File: src/rtl/i2c_regbridge_if.sv
// Signal bundle between i2c_regbridge, its i2cslv instance and the local register client.
// The master modport is the bridge's view; the slave modport is the surrounding logic's view.
interface i2c_regbridge_if;
   logic       s_ack;
   logic       s_dir;
   logic [6:0] s_dev;
   logic [7:0] s_in;
   logic       s_start;
   logic       s_stop;
   logic       s_ok;
   logic [7:0] s_out;
   logic       reg_req;
   logic       reg_we;
   logic [7:0] reg_addr;
   logic [7:0] reg_wdata;
   logic [7:0] reg_rdata;
   logic       reg_ack;
   logic       err;

   modport master (
      input  s_ack, s_dir, s_dev, s_in, s_start, s_stop, reg_rdata, reg_ack,
      output s_ok, s_out, reg_req, reg_we, reg_addr, reg_wdata, err
   );

   modport slave (
      output s_ack, s_dir, s_dev, s_in, s_start, s_stop, reg_rdata, reg_ack,
      input  s_ok, s_out, reg_req, reg_we, reg_addr, reg_wdata, err
   );
endinterface

File: src/rtl/i2c_regbridge.sv
// EEPROM-style I2C register target: turns i2cslv ack/start/stop strobes into pointer updates
// and single-beat register bus requests, and supplies the next byte to transmit.
module i2c_regbridge #(
   parameter logic [6:0] DEV_ADDR = 7'h50,
   parameter int         TIMEOUT  = 255
) (
   input  logic            clk,
   input  logic            reset,
   input  logic            en,
   i2c_regbridge_if.master bus
);

   localparam int TW = $clog2(TIMEOUT + 1);
   localparam logic [TW-1:0] TLAST = TW'(TIMEOUT - 1);

   typedef enum logic [2:0] {
      PH_IDLE,
      PH_ADDR,
      PH_PTR,
      PH_WDATA,
      PH_RDATA
   } phase_e;

   phase_e          phase_q, phase_d;
   logic [7:0]      ptr_q, ptr_d;
   logic            ack_q;
   logic [TW-1:0]   timer_q, timer_d;
   logic [7:0]      s_out_q, s_out_d;
   logic            req_q, req_d;
   logic            we_q, we_d;
   logic [7:0]      addr_q, addr_d;
   logic [7:0]      wdata_q, wdata_d;
   logic            err_q, err_d;

   logic            ackr;
   logic            issue;
   logic            issue_we;
   logic [7:0]      issue_addr;

   assign ackr = bus.s_ack & ~ack_q;

   assign bus.s_ok      = en & (bus.s_dev == DEV_ADDR);
   assign bus.s_out     = s_out_q;
   assign bus.reg_req   = req_q;
   assign bus.reg_we    = we_q;
   assign bus.reg_addr  = addr_q;
   assign bus.reg_wdata = wdata_q;
   assign bus.err       = err_q;

   // Phase sequencing; every byte boundary is marked by the rising edge of s_ack.
   always_comb begin
      phase_d    = phase_q;
      ptr_d      = ptr_q;
      issue      = 1'b0;
      issue_we   = 1'b0;
      issue_addr = ptr_q;
      if (bus.s_start) begin
         phase_d = PH_ADDR;
      end else if (bus.s_stop) begin
         phase_d = PH_IDLE;
      end else if (ackr) begin
         case (phase_q)
            PH_ADDR: begin
               // A mismatched address is NACKed by i2cslv; nothing here may change.
               if (!bus.s_ok) begin
                  phase_d = PH_IDLE;
               end else if (bus.s_dir) begin
                  phase_d = PH_RDATA;
                  issue   = 1'b1;
               end else begin
                  phase_d = PH_PTR;
               end
            end
            PH_PTR: begin
               ptr_d   = bus.s_in;
               phase_d = PH_WDATA;
            end
            PH_WDATA: begin
               issue    = 1'b1;
               issue_we = 1'b1;
               ptr_d    = ptr_q + 8'd1;
            end
            PH_RDATA: begin
               issue      = 1'b1;
               issue_addr = ptr_q + 8'd1;
               ptr_d      = ptr_q + 8'd1;
            end
            default: ;
         endcase
      end
   end

   // Register bus: one outstanding request; reads are bounded by the timer, writes are not.
   always_comb begin
      s_out_d = s_out_q;
      req_d   = req_q;
      we_d    = we_q;
      addr_d  = addr_q;
      wdata_d = wdata_q;
      timer_d = timer_q;
      err_d   = 1'b0;
      if (req_q) begin
         if (bus.reg_ack) begin
            req_d = 1'b0;
            if (!we_q) s_out_d = bus.reg_rdata;
         end else if (!we_q) begin
            if (timer_q == TLAST) begin
               req_d   = 1'b0;
               s_out_d = 8'hFF;
               err_d   = 1'b1;
            end else begin
               timer_d = timer_q + 1'b1;
            end
         end
         if (issue) err_d = 1'b1;
      end else if (issue) begin
         req_d   = 1'b1;
         we_d    = issue_we;
         addr_d  = issue_addr;
         timer_d = '0;
         if (issue_we) wdata_d = bus.s_in;
      end
   end

   always_ff @(posedge clk or posedge reset) begin
      if (reset) begin
         phase_q <= PH_IDLE;
         ptr_q   <= 8'h00;
         ack_q   <= 1'b0;
         timer_q <= '0;
         s_out_q <= 8'hFF;
         req_q   <= 1'b0;
         we_q    <= 1'b0;
         addr_q  <= 8'h00;
         wdata_q <= 8'h00;
         err_q   <= 1'b0;
      end else begin
         phase_q <= phase_d;
         ptr_q   <= ptr_d;
         ack_q   <= bus.s_ack;
         timer_q <= timer_d;
         s_out_q <= s_out_d;
         req_q   <= req_d;
         we_q    <= we_d;
         addr_q  <= addr_d;
         wdata_q <= wdata_d;
         err_q   <= err_d;
      end
   end

endmodule

File: src/flat_wrapper.sv
// flat-port wrapper written by rule: the top's interface ports become plain ports
module i2c_regbridge_flat 
#(
   parameter logic [6:0] DEV_ADDR = 7'h50,
   parameter int         TIMEOUT  = 255
)
  (clk, reset, en, bus_s_ack, bus_s_dir, bus_s_dev, bus_s_in, bus_s_start, bus_s_stop, bus_reg_rdata, bus_reg_ack, bus_s_ok, bus_s_out, bus_reg_req, bus_reg_we, bus_reg_addr, bus_reg_wdata, bus_err);
  i2c_regbridge_if bus_i ();
  input  logic clk;
  input  logic reset;
  input  logic en;
  input wire logic [$bits(bus_i.s_ack)-1:0] bus_s_ack;
  input wire logic [$bits(bus_i.s_dir)-1:0] bus_s_dir;
  input wire logic [$bits(bus_i.s_dev)-1:0] bus_s_dev;
  input wire logic [$bits(bus_i.s_in)-1:0] bus_s_in;
  input wire logic [$bits(bus_i.s_start)-1:0] bus_s_start;
  input wire logic [$bits(bus_i.s_stop)-1:0] bus_s_stop;
  input wire logic [$bits(bus_i.reg_rdata)-1:0] bus_reg_rdata;
  input wire logic [$bits(bus_i.reg_ack)-1:0] bus_reg_ack;
  output wire logic [$bits(bus_i.s_ok)-1:0] bus_s_ok;
  output wire logic [$bits(bus_i.s_out)-1:0] bus_s_out;
  output wire logic [$bits(bus_i.reg_req)-1:0] bus_reg_req;
  output wire logic [$bits(bus_i.reg_we)-1:0] bus_reg_we;
  output wire logic [$bits(bus_i.reg_addr)-1:0] bus_reg_addr;
  output wire logic [$bits(bus_i.reg_wdata)-1:0] bus_reg_wdata;
  output wire logic [$bits(bus_i.err)-1:0] bus_err;
  assign bus_i.s_ack = bus_s_ack;
  assign bus_i.s_dir = bus_s_dir;
  assign bus_i.s_dev = bus_s_dev;
  assign bus_i.s_in = bus_s_in;
  assign bus_i.s_start = bus_s_start;
  assign bus_i.s_stop = bus_s_stop;
  assign bus_i.reg_rdata = bus_reg_rdata;
  assign bus_i.reg_ack = bus_reg_ack;
  assign bus_s_ok = bus_i.s_ok;
  assign bus_s_out = bus_i.s_out;
  assign bus_reg_req = bus_i.reg_req;
  assign bus_reg_we = bus_i.reg_we;
  assign bus_reg_addr = bus_i.reg_addr;
  assign bus_reg_wdata = bus_i.reg_wdata;
  assign bus_err = bus_i.err;
  i2c_regbridge #(.DEV_ADDR(DEV_ADDR), .TIMEOUT(TIMEOUT)) u_core (.clk(clk), .reset(reset), .en(en), .bus(bus_i));
endmodule
File: config.mk
export PLATFORM = sky130hd
export DESIGN_NAME = i2c_regbridge_flat
export DESIGN_NICKNAME = d
export VERILOG_FILES = /design/src/rtl/i2c_regbridge_if.sv /design/src/rtl/i2c_regbridge.sv /design/src/flat_wrapper.sv
export SDC_FILE = /design/constraint.sdc
export NUM_CORES = 1
export LEC_CHECK = 0
export ABC_AREA = 0
export CAP_MARGIN = 5
export CORE_MARGIN = 4
export CORE_UTILIZATION = 49
export CTS_CLUSTER_DIAMETER = 30
export DETAILED_ROUTE_END_ITERATION = 12
export HOLD_SLACK_MARGIN = 0.08
export PLACE_DENSITY = 0.91
export SLEW_MARGIN = 10
export SYNTH_ARGS = -nofsm -noshare
export SYNTH_HDL_FRONTEND = slang
export SYNTH_SLANG_ARGS = --single-unit
File: constraint.sdc
create_clock -name clk -period 2.5 [get_ports clk]
set_input_delay 0.625 -clock clk [delete_from_list [all_inputs] [get_ports clk]]
set_output_delay 0.625 -clock clk [all_outputs]
set_load 0.03 [all_outputs]
* Word level (Yosys, flattened, before mapping)
Cells that the tools add are included.
Operators by class: add/subtract/negate cells 2, multiply operators 0, divide/modulo/power cells 0, order comparisons 0, eq/ne operators 9, shift operators 0, muxes and demuxes 40, bitwise gates (word level) 7, reduce and logical (&&, ||, !) cells 12
Operators by type and width (count):
- 2-to-1 mux 8 bit | 13
- 2-to-1 mux 1 bit | 19
- adder 8 x 1 -> 8 bit (second input constant) | 2
- case mux 8 bit (2 select lines) | 1
- 2-to-1 mux 3 bit | 5
- == test 8 bit (second input constant) | 1
- AND reduction 4 bit | 2
- == test 7 bit (second input constant) | 1
- == test 3 x 2 -> 1 bit (second input constant) | 2
- inequality test 2 bit (second input constant) | 3
- case mux 3 bit (2 select lines) | 1
- AND reduction 3 bit | 2
- nonzero test 2 bit | 3
- NOT 1 bit | 5
- AND reduction 2 bit | 2
- nonzero test 4 bit | 1
- == test 3 x 1 -> 1 bit (second input constant) | 1
- == test 3 bit (second input constant) | 1
- nonzero test 3 bit | 1
- AND 1 bit | 2
- case mux 1 bit (2 select lines) | 1
- OR reduction 2 bit | 1
Word-level totals: register bits 47, bits in latches 0, RAM bits 0, memory bits (read-only) 0, output and inout bits 28, word-level logic and storage cells 80, memories kept 0

* Longest topological paths before layout
Gate-level depths: netlist of the first run.
depth in word-level cells 9, mapped depth 7

* Worst setup path before layout of the first run
OpenSTA, ideal clock, no wires.
path type input -> output, from input port bus_s_dev[1], to output port bus_s_ok, arrival 1.633 ns, data required time 1.875 ns, setup slack 0.242 ns, stages on the path 2, cells stage by stage or4_1 > nor2_1
Between the ends: cells in the longest elaborated chain, start to end 2
Ends and longest elaborated chain:
- from (decl) | RTL line flat_wrapper.sv:14 | input wire logic [$bits(bus_i.s_dev)-1:0] bus_s_dev;
- == test 7 bit | RTL line i2c_regbridge.sv:42 | assign bus.s_ok = en & (bus.s_dev == DEV_ADDR);
- AND 1 bit | RTL line i2c_regbridge.sv:42
- to (decl) | RTL line flat_wrapper.sv:20 | output wire logic [$bits(bus_i.s_ok)-1:0] bus_s_ok;
Every way passes these cells.

* Worst setup path after layout of the first run
from input port bus_s_dev[2], to output port bus_s_ok
Same word-level chain as after synthesis.

==> results.md, run 1 <==
- The class of the tightest hold or removal check is flip-flop to flip-flop.
- TritonCTS built the clock tree.
- In this run the power spent charging and discharging nets is 0.328 mW.
- Across the VDD grid, the largest voltage drop is 360 µV.
- The share of post-route cells with drive strength above 1 is 19.7%.
- The post-synthesis async set-or-reset flop share is 100%.
- In this run the vertical extent of the chip is 77.7 µm.
- The remaining max-slew budget at the tightest pin is 36.0%.
- The number of nets handed over by synthesis was 244.
- The worst clock skew is 0.00774 ns.
- The number of antenna violations at the first check in global routing is 0.
- Of the total power, combinational logic draws 7.8%.
- The synthesized cell area is 2380 µm².
- The critical path endpoint category is a primary output.
- The total of buffers placed on input and output ports is 58.
- The clock edge transition at the registers on the reported setup and hold paths is 0.08 ns.
- The maximum clock frequency is 405 MHz.
- The count of final max-slew check failures came to 0.
- The pin count of the biggest net entering global routing is 26.
- The number of levels the H-tree was split into is 2.
- The total count of hold-check failures in the final report is 0.
- The count of vias placed by the detailed router is 1996.
- The worst setup path is launched from a primary input.
- The core footprint is 4720 µm².
- The analysis attributes to cell leakage a power of 1.36 nW.
- After global routing the overflow that remains totals 0.
- The worst path needs 2.47 ns of the cycle, external delays included.
- Once layout is complete, the utilization of the core stands at 69.6%.
- The cts-stage hold buffer count is 0.
- The flow ran to the end, and the final reports show no timing, DRC or antenna violations.
- Along the worst path, the maximum fanout reaches 2.
- The net switching share of the total power is 22.4%.
- The initial utilization of the core area, before any placement, comes to 50.4%.
- The average cell area after synthesis is 11.3 µm².
- The horizontal extent of the die is 77.7 µm.
- After detailed routing, the number of remaining DRC violations is 0.
- In the finished design, the share of the clock period the worst path needs comes to 98.7%.
- The power share of the sequential group is 52.7%.
- Once routing completed, OpenROAD measured the worst setup slack at 0.0327 ns.
- In the final routed layout, each cell accounts on average for 16.0 µm.
- The number of buffers added by the clock tree synthesis step is 5.
- In this run the core area contains 25 standard-cell rows.
- In this run the deepest clock path goes through 2 buffers.
- At the worst endpoint, the arrival time is 1.84 ns.
- The count of TritonRoute iterations in the first routing pass is 4.
- The post-place setup slack is -0.0845 ns.
- The netlist uses 56 different library cells.
- The first-pass GRT wire length is 9290 µm.
- The number of antenna diodes in the final layout is 0.
- STA puts the critical path data required time at 1.88 ns.
- The critical path class is primary input to primary output.
- The leading register cell type out of synthesis is sky130_fd_sc_hd__dfrtp_1.
- The net total in the final layout is 317.
- The total length of routed wires is 5630 µm.
- The internal power of the cells is 1.14 mW.
- The number of register bits inferred by synthesis is 47.
- The count of routing violations after the opening detailed-route iteration is 127.
- The synthesized instance count is 210.
- Setup violations remaining at the end of the flow were counted as 0.
- For this design the top-level I/O count stands at 59.
- Setup repair after global routing left no endpoint under its margin.
- After synthesis, flip-flops and latches occupy 49.9% of the total area.
- The die covers 6030 µm².
- The max-capacitance violation count is 0.
- For the worst-skew pair, the clock arrives at the later sink with an insertion delay of 0.31 ns.
- The synthesis warning total is 0.
- The average vias per placed instance is 5.69.
- The root buffer selected by CTS is sky130_fd_sc_hd__clkbuf_8.
- The completed layout was analyzed and its total power is 1.46 mW.
- The wire-length estimate of the detail-placed layout is 4120 µm.
- The power density of the placed cells is 445 nW/µm².
- The placer's final routability congestion estimate is 0.846.
- From synthesis to final layout, the design area changed by 38.2%.
- The global router's overall resource usage is 19.1%.
- The number of flops mapped to enable cells by yosys is 0.
- The reg-to-reg setup timing slack is 0.53 ns.
- The post-detailed-route count of antenna-violating nets is 0.
- The worst hold slack is 0.509 ns.
- For the pin with the worst max-slew slack, the measured transition is 0.953 ns.
- The total number of clock tree sinks is 47.
- In this run, the clock network consumes 39.5% of the power.
- The via count of the first global-routing pass was 2016.
-- synthesized netlist by cell type, drive strengths merged, types with 5 or more instances --
master  instances  share of area, %
nor2           10               1.6
inv             8               1.3
mux2           17               8.2
xnor2           6               2.2
o21ai           9               1.9
xor2            5               1.8
nand2          12               2.0
a21oi           9               1.9
nand3          11               2.3
dfstp           8               8.8
dfrtp          39                41
o22a            8               2.9
mux2i           5               2.1
-- worst max-delay path: stages --
cell and delay [ns]:
sky130_fd_sc_hd__clkdlybuf4s50_1 0.41, sky130_fd_sc_hd__or4_4 0.56, sky130_fd_sc_hd__nor2_4 0.11, sky130_fd_sc_hd__buf_6 0.14
-- per-stage QoR --
stage | instance area [µm²] | instances | setup TNS, ns
after floorplan | 2380 | 210 | 0
after global placement | 3150 | 342 | -0.473
after detailed placement | 3150 | 342 | -0.598
after CTS | 3280 | 350 | 0
after global routing | 3290 | 351 | 0
final | 3290 | 351 | 0
-- placed cells by master, fill, tap and decap left out, types with 3 or more instances in the layout --
cell | netlist | layout
sky130_fd_sc_hd__clkdlybuf4s50_1 | 0 | 57
sky130_fd_sc_hd__dfrtp_1 | 39 | 39
sky130_fd_sc_hd__mux2_2 | 16 | 16
sky130_fd_sc_hd__nand3_1 | 11 | 11
sky130_fd_sc_hd__nand2_1 | 11 | 11
sky130_fd_sc_hd__nor2_1 | 10 | 9
sky130_fd_sc_hd__a21oi_1 | 9 | 9
sky130_fd_sc_hd__buf_4 | 1 | 9
sky130_fd_sc_hd__o22a_1 | 8 | 8
sky130_fd_sc_hd__dfstp_2 | 8 | 8
sky130_fd_sc_hd__inv_1 | 8 | 7
sky130_fd_sc_hd__o21ai_0 | 7 | 7
sky130_fd_sc_hd__xnor2_1 | 6 | 6
sky130_fd_sc_hd__xor2_1 | 5 | 5
sky130_fd_sc_hd__mux2i_1 | 5 | 5
sky130_fd_sc_hd__clkbuf_8 | 0 | 5
sky130_fd_sc_hd__nand4_1 | 4 | 4
sky130_fd_sc_hd__buf_12 | 0 | 4
sky130_fd_sc_hd__and3_1 | 3 | 3
sky130_fd_sc_hd__o21a_1 | 3 | 3
sky130_fd_sc_hd__a22oi_1 | 3 | 3
sky130_fd_sc_hd__ha_1 | 3 | 3
-- path summary, 6_finish.rpt --
check / start / end / cells after the start
max reg2reg: u_core.phase_q[0]$_DFFE_PP0P_ / u_core.bus.reg_addr[2]$_DFFE_PP0P_ / 5
min reg2reg: u_core.bus.reg_wdata[0]$_DFFE_PP0P_ / u_core.bus.reg_wdata[0]$_DFFE_PP0P_ / 1
max: bus_s_dev[2] / bus_s_ok / 4
min in group asynchronous: reset / u_core.timer_q[7]$_DFFE_PP0P_ / 2
min: u_core.bus.reg_wdata[0]$_DFFE_PP0P_ / u_core.bus.reg_wdata[0]$_DFFE_PP0P_ / 1
max in group asynchronous: reset / u_core.bus.reg_wdata[1]$_DFFE_PP0P_ / 3
-- area by class of cell --
type | count | area [µm²]
timing repair buffer | 71 | 729
fill | 338 | 1440
multi-input combinational | 150 | 1140
tap | 67 | 83.8
inverter | 8 | 30.0
clock buffer | 5 | 68.8
sequential | 47 | 1190
clock inverter | 3 | 47.5
-- what timing repair did --
| item | in CTS | in global routing |
|---|---|---|
| cloned | 0 | 0 |
| endpoints found under the setup margin | 1 | 1 |
| pin swaps | 1 | 2 |
| gates resized for setup | 4 | 0 |
| setup buffers | 0 | 1 |
-- metal layers --
| layer | wire length (µm) | track usage (%) |
|---|---|---|
| met4 | 53 | 4.80 |
| met2 | 2820 | 33.0 |
| met1 | 2420 | 23.4 |
| met5 | 0 | 0 |
| met3 | 336 | 5.34 |
-- power groups by stage --
stage	sequential, mW	clock, mW	combinational (mW)
final	0.772	0.578	0.114
after global routing	0.773	0.616	0.124
after CTS	0.772	0.588	0.114
after detailed placement	0.786	0	0.112
after global placement	0.786	0	0.110
after floorplan	0.793	0	0.0289
-- flip-flops by register name, indices dropped and copies added (netlist names) --
signal	cells
u_core.phase_q	3
u_core.bus.reg_req	1
u_core.bus.reg_wdata	8
u_core.timer_q	8
u_core.bus.s_out	8
u_core.ptr_q	8
u_core.bus.err	1
u_core.bus.reg_we	1
u_core.bus.reg_addr	8
u_core.ack_q	1
-- cell families after synthesis --
kind of cell | after synthesis | share of synthesized area, %
muxes | 22 | 10.3
xor gates and xnor gates | 11 | 4.05
buffers and inverters | 13 | 2.63
DFF | 47 | 49.9
AOI/OAI and AO/OA | 47 | 13.5
adders and majority gates | 3 | 1.58
and+or+nand+nor | 67 | 18.0
Note: power is estimated with default switching activity, not from simulation.
==> inputs of run 2 (changes only) <==
--- a/config.mk
+++ b/config.mk
@@ -8,11 +8,11 @@
 export ABC_AREA = 0
 export CAP_MARGIN = 5
 export CORE_MARGIN = 4
-export CORE_UTILIZATION = 49
+export CORE_UTILIZATION = 32
 export CTS_CLUSTER_DIAMETER = 30
 export DETAILED_ROUTE_END_ITERATION = 12
 export HOLD_SLACK_MARGIN = 0.08
-export PLACE_DENSITY = 0.91
+export PLACE_DENSITY = 0.67
 export SLEW_MARGIN = 10
 export SYNTH_ARGS = -nofsm -noshare
 export SYNTH_HDL_FRONTEND = slang
==> run 2 against run 1 <==
Worst setup slack gained 0.011 ns; wire length down 6.2%; non-clock buffer count increased by 1.
==> results.md, run 2 (synthesis results as in run 1) <==
- The flow ran to the end, and the final reports show no timing, DRC or antenna violations.
- The root buffer selected by CTS is sky130_fd_sc_hd__clkbuf_8.
- The startpoint identified for the worst register-to-register timing path is u_core.phase_q[0]$_DFFE_PP0P_.
- The cell area after placement is 3200 µm².
- Timing analysis after detailed placement gives a worst setup slack of -0.0842 ns.
- The kind of start point of the critical path is a primary input.
- The starting density of the core is 32.8%.
- The number of cells on the worst hold path is 1.
- Buffers inserted to repair hold after CTS numbered 0.
- Leaving out fill and tap cells, the most frequent cell in the layout is sky130_fd_sc_hd__clkdlybuf4s50_1.
- The count of vias placed by the detailed router is 1890.
- The area of all placed cells without fillers is 3320 µm².
- The count of TritonRoute iterations in the first routing pass is 4.
- The die is 94.2 µm wide.
- The first global-routing pass estimated 8810 µm of wire.
- Clock latency on the worst-skew pair, taken at its later pin, is 0.30 ns.
- The detail route stage leaves a number of antenna-violating nets equal to 0.
- The count of final max-slew check failures is 0.
- The total length of routed wires is 5280 µm.
- In this run the critical register-to-register path is captured at u_core.bus.reg_addr[2]$_DFFE_PP0P_.
- The area growth from synthesis to layout is 39.8%.
- In the routed layout, each cell is associated on average with a via count of 4.92.
- The critical path class is primary input to primary output.
- The biggest fanout along the worst timing path is 2.
- Counting cells, the worst reg-to-reg path comes to 5.
- The count of standard-cell rows is 31.
- The standby leakage power is 1.36 nW.
- In this run the count of I/O pins placed on the die edge is 59.
- The final worst slack is 0.0438 ns.
- The number of antenna violations at the first check in global routing came to 0.
- The number of antenna cells inserted is 0.
- After the first detailed-routing iteration, the DRC count stood at 66.
- The arrival time reported for the critical path endpoint is 1.83 ns.
- At the end of routability-driven placement, the weighted congestion stood at 0.803.
- The maximum clock frequency is 407 MHz.
- The startpoint identified for the worst hold timing path is u_core.bus.reg_addr[1]$_DFFE_PP0P_.
- The worst endpoint required time is 1.88 ns.
- The remaining max-slew budget at the tightest pin is 58.3%.
- The slew at the pin closest to its max-slew limit is 0.625 ns.
- The power density of the placed cells is 429 nW/µm².
- The die covers 8880 µm².
- The clock tree synthesis step divided the H-tree into 2 levels.
- For the finished layout, the period the worst path requires is 2.46 ns.
- The net total in the final layout is 318.
- The count of buffers added on input and output ports is 58.
- TritonCTS created 5 clock buffers.
- After detailed routing, the average wire length per cell comes to 13.7 µm.
- Hold is met by 0.513 ns.
- The class of the tightest hold or removal check is flip-flop to flip-flop.
- Setup repair after global routing left no endpoint under its margin.
- After clock tree synthesis, the clock-pin slew on the worst setup and hold paths is 0.08 ns.
- The DRC violations left is 0.
- The post-route setup TNS is 0 ns.
- The total count of hold-check failures in the final report came to 0.
- Across the VDD grid, the largest voltage drop is 265 µV.
- The reg-to-reg setup timing slack is 0.52 ns.
- The top cell types in the final layout, fill and taps aside, are sky130_fd_sc_hd__clkdlybuf4s50_1, sky130_fd_sc_hd__dfrtp_1, sky130_fd_sc_hd__mux2_2.
- The tool flagged a number of max-cap violations equal to 0.
- The maximum clock path buffer count is 2.
- The setup violation total in the final timing report is 0.
- The pin count of the biggest net entering global routing is 32.
- The via count of the first global-routing pass is 1869.
- STA classifies the critical path endpoint as a primary output.
- The final critical path takes up 98.2% of the cycle.
- The global router's overall resource usage is 12.5%.
- For the final database, setup skew stands at 0.0107 ns.
- The core footprint is 7250 µm².
- Global routing finished with a remaining overflow of 0.
- The clock net in this run drives a total of 47 sinks.
- The share of post-route cells with drive strength above 1 is 19.6%.
- The CTS tree is built.
- The die outline height is 94.2 µm.
- The worst hold path terminates at u_core.bus.reg_addr[1]$_DFFE_PP0P_.
- Detailed placement ended at an HPWL of 4050 µm.
-- run 2: how the worst max path moves through the flow --
stage / from / endpoint / cells after the start / slack (ns)
6_report: bus_s_dev[2] / bus_s_ok / 4 / 0.04
5_1_grt: bus_s_dev[2] / bus_s_ok / 4 / 0.02
3_5_place_dp: bus_s_dev[1] / u_core.bus.reg_addr[3]$_DFFE_PP0P_ / 6 / -0.08
3_3_place_gp: bus_s_dev[1] / u_core.bus.reg_addr[2]$_DFFE_PP0P_ / 6 / -0.07
2_1_floorplan: bus_s_dev[1] / bus_s_ok / 2 / 0.24
4_1_cts: bus_s_dev[1] / bus_s_ok / 4 / 0.007
-- run 2: stage by stage --
stage          total power, mW  util, %  cells
6_report                  1.43     45.8    384
5_1_grt                   1.48     45.8    384
4_1_cts                   1.45     45.8    384
3_5_place_dp             0.899     44.2    376
3_3_place_gp             0.898     44.2    376
2_1_floorplan            0.822        -    210
-- run 2: critical path, stage by stage --
cell	delay (ns)
sky130_fd_sc_hd__clkdlybuf4s50_1	0.40
sky130_fd_sc_hd__or4_4	0.56
sky130_fd_sc_hd__nor2_4	0.11
sky130_fd_sc_hd__buf_6	0.14
-- run 2: cell type report --
cell class	count	area (µm²)
sequential	47	1190
clock inverter	1	30.0
timing repair buffer	72	737
tap	99	124
fill	680	3930
inverter	8	30.0
multi-input combinational	150	1140
clock buffer	7	76.3
-- run 2: repair_timing --
action | in CTS | in global routing
setup buffers | 0 | 0
cloned | 0 | 0
gates resized for setup | 4 | 0
pin swaps | 1 | 2
setup endpoints to repair | 1 | 1
-- run 2: power breakdown --
| part | leakage, nW | switching (mW) | total, mW | internal, mW |
|---|---|---|---|---|
| logic | 0.714 | 0.0453 | 0.112 | 0.0667 |
| clock network | 0.0524 | 0.245 | 0.544 | 0.299 |
| registers | 0.594 | 0.00545 | 0.771 | 0.766 |
| total | 1.36 | 0.295 | 1.43 | 1.13 |
-- run 2: routing by layer --
metal  up-vias  wire length [µm]  track usage [%]  share of wire (%)
met5         -                 0                0                  0
met4         0                57             4.33                1.1
met3         5               345             2.96                6.5
met2        51              2500             20.2                 47
met1       908              2370             16.4                 45
li1        926                 -                -                  -
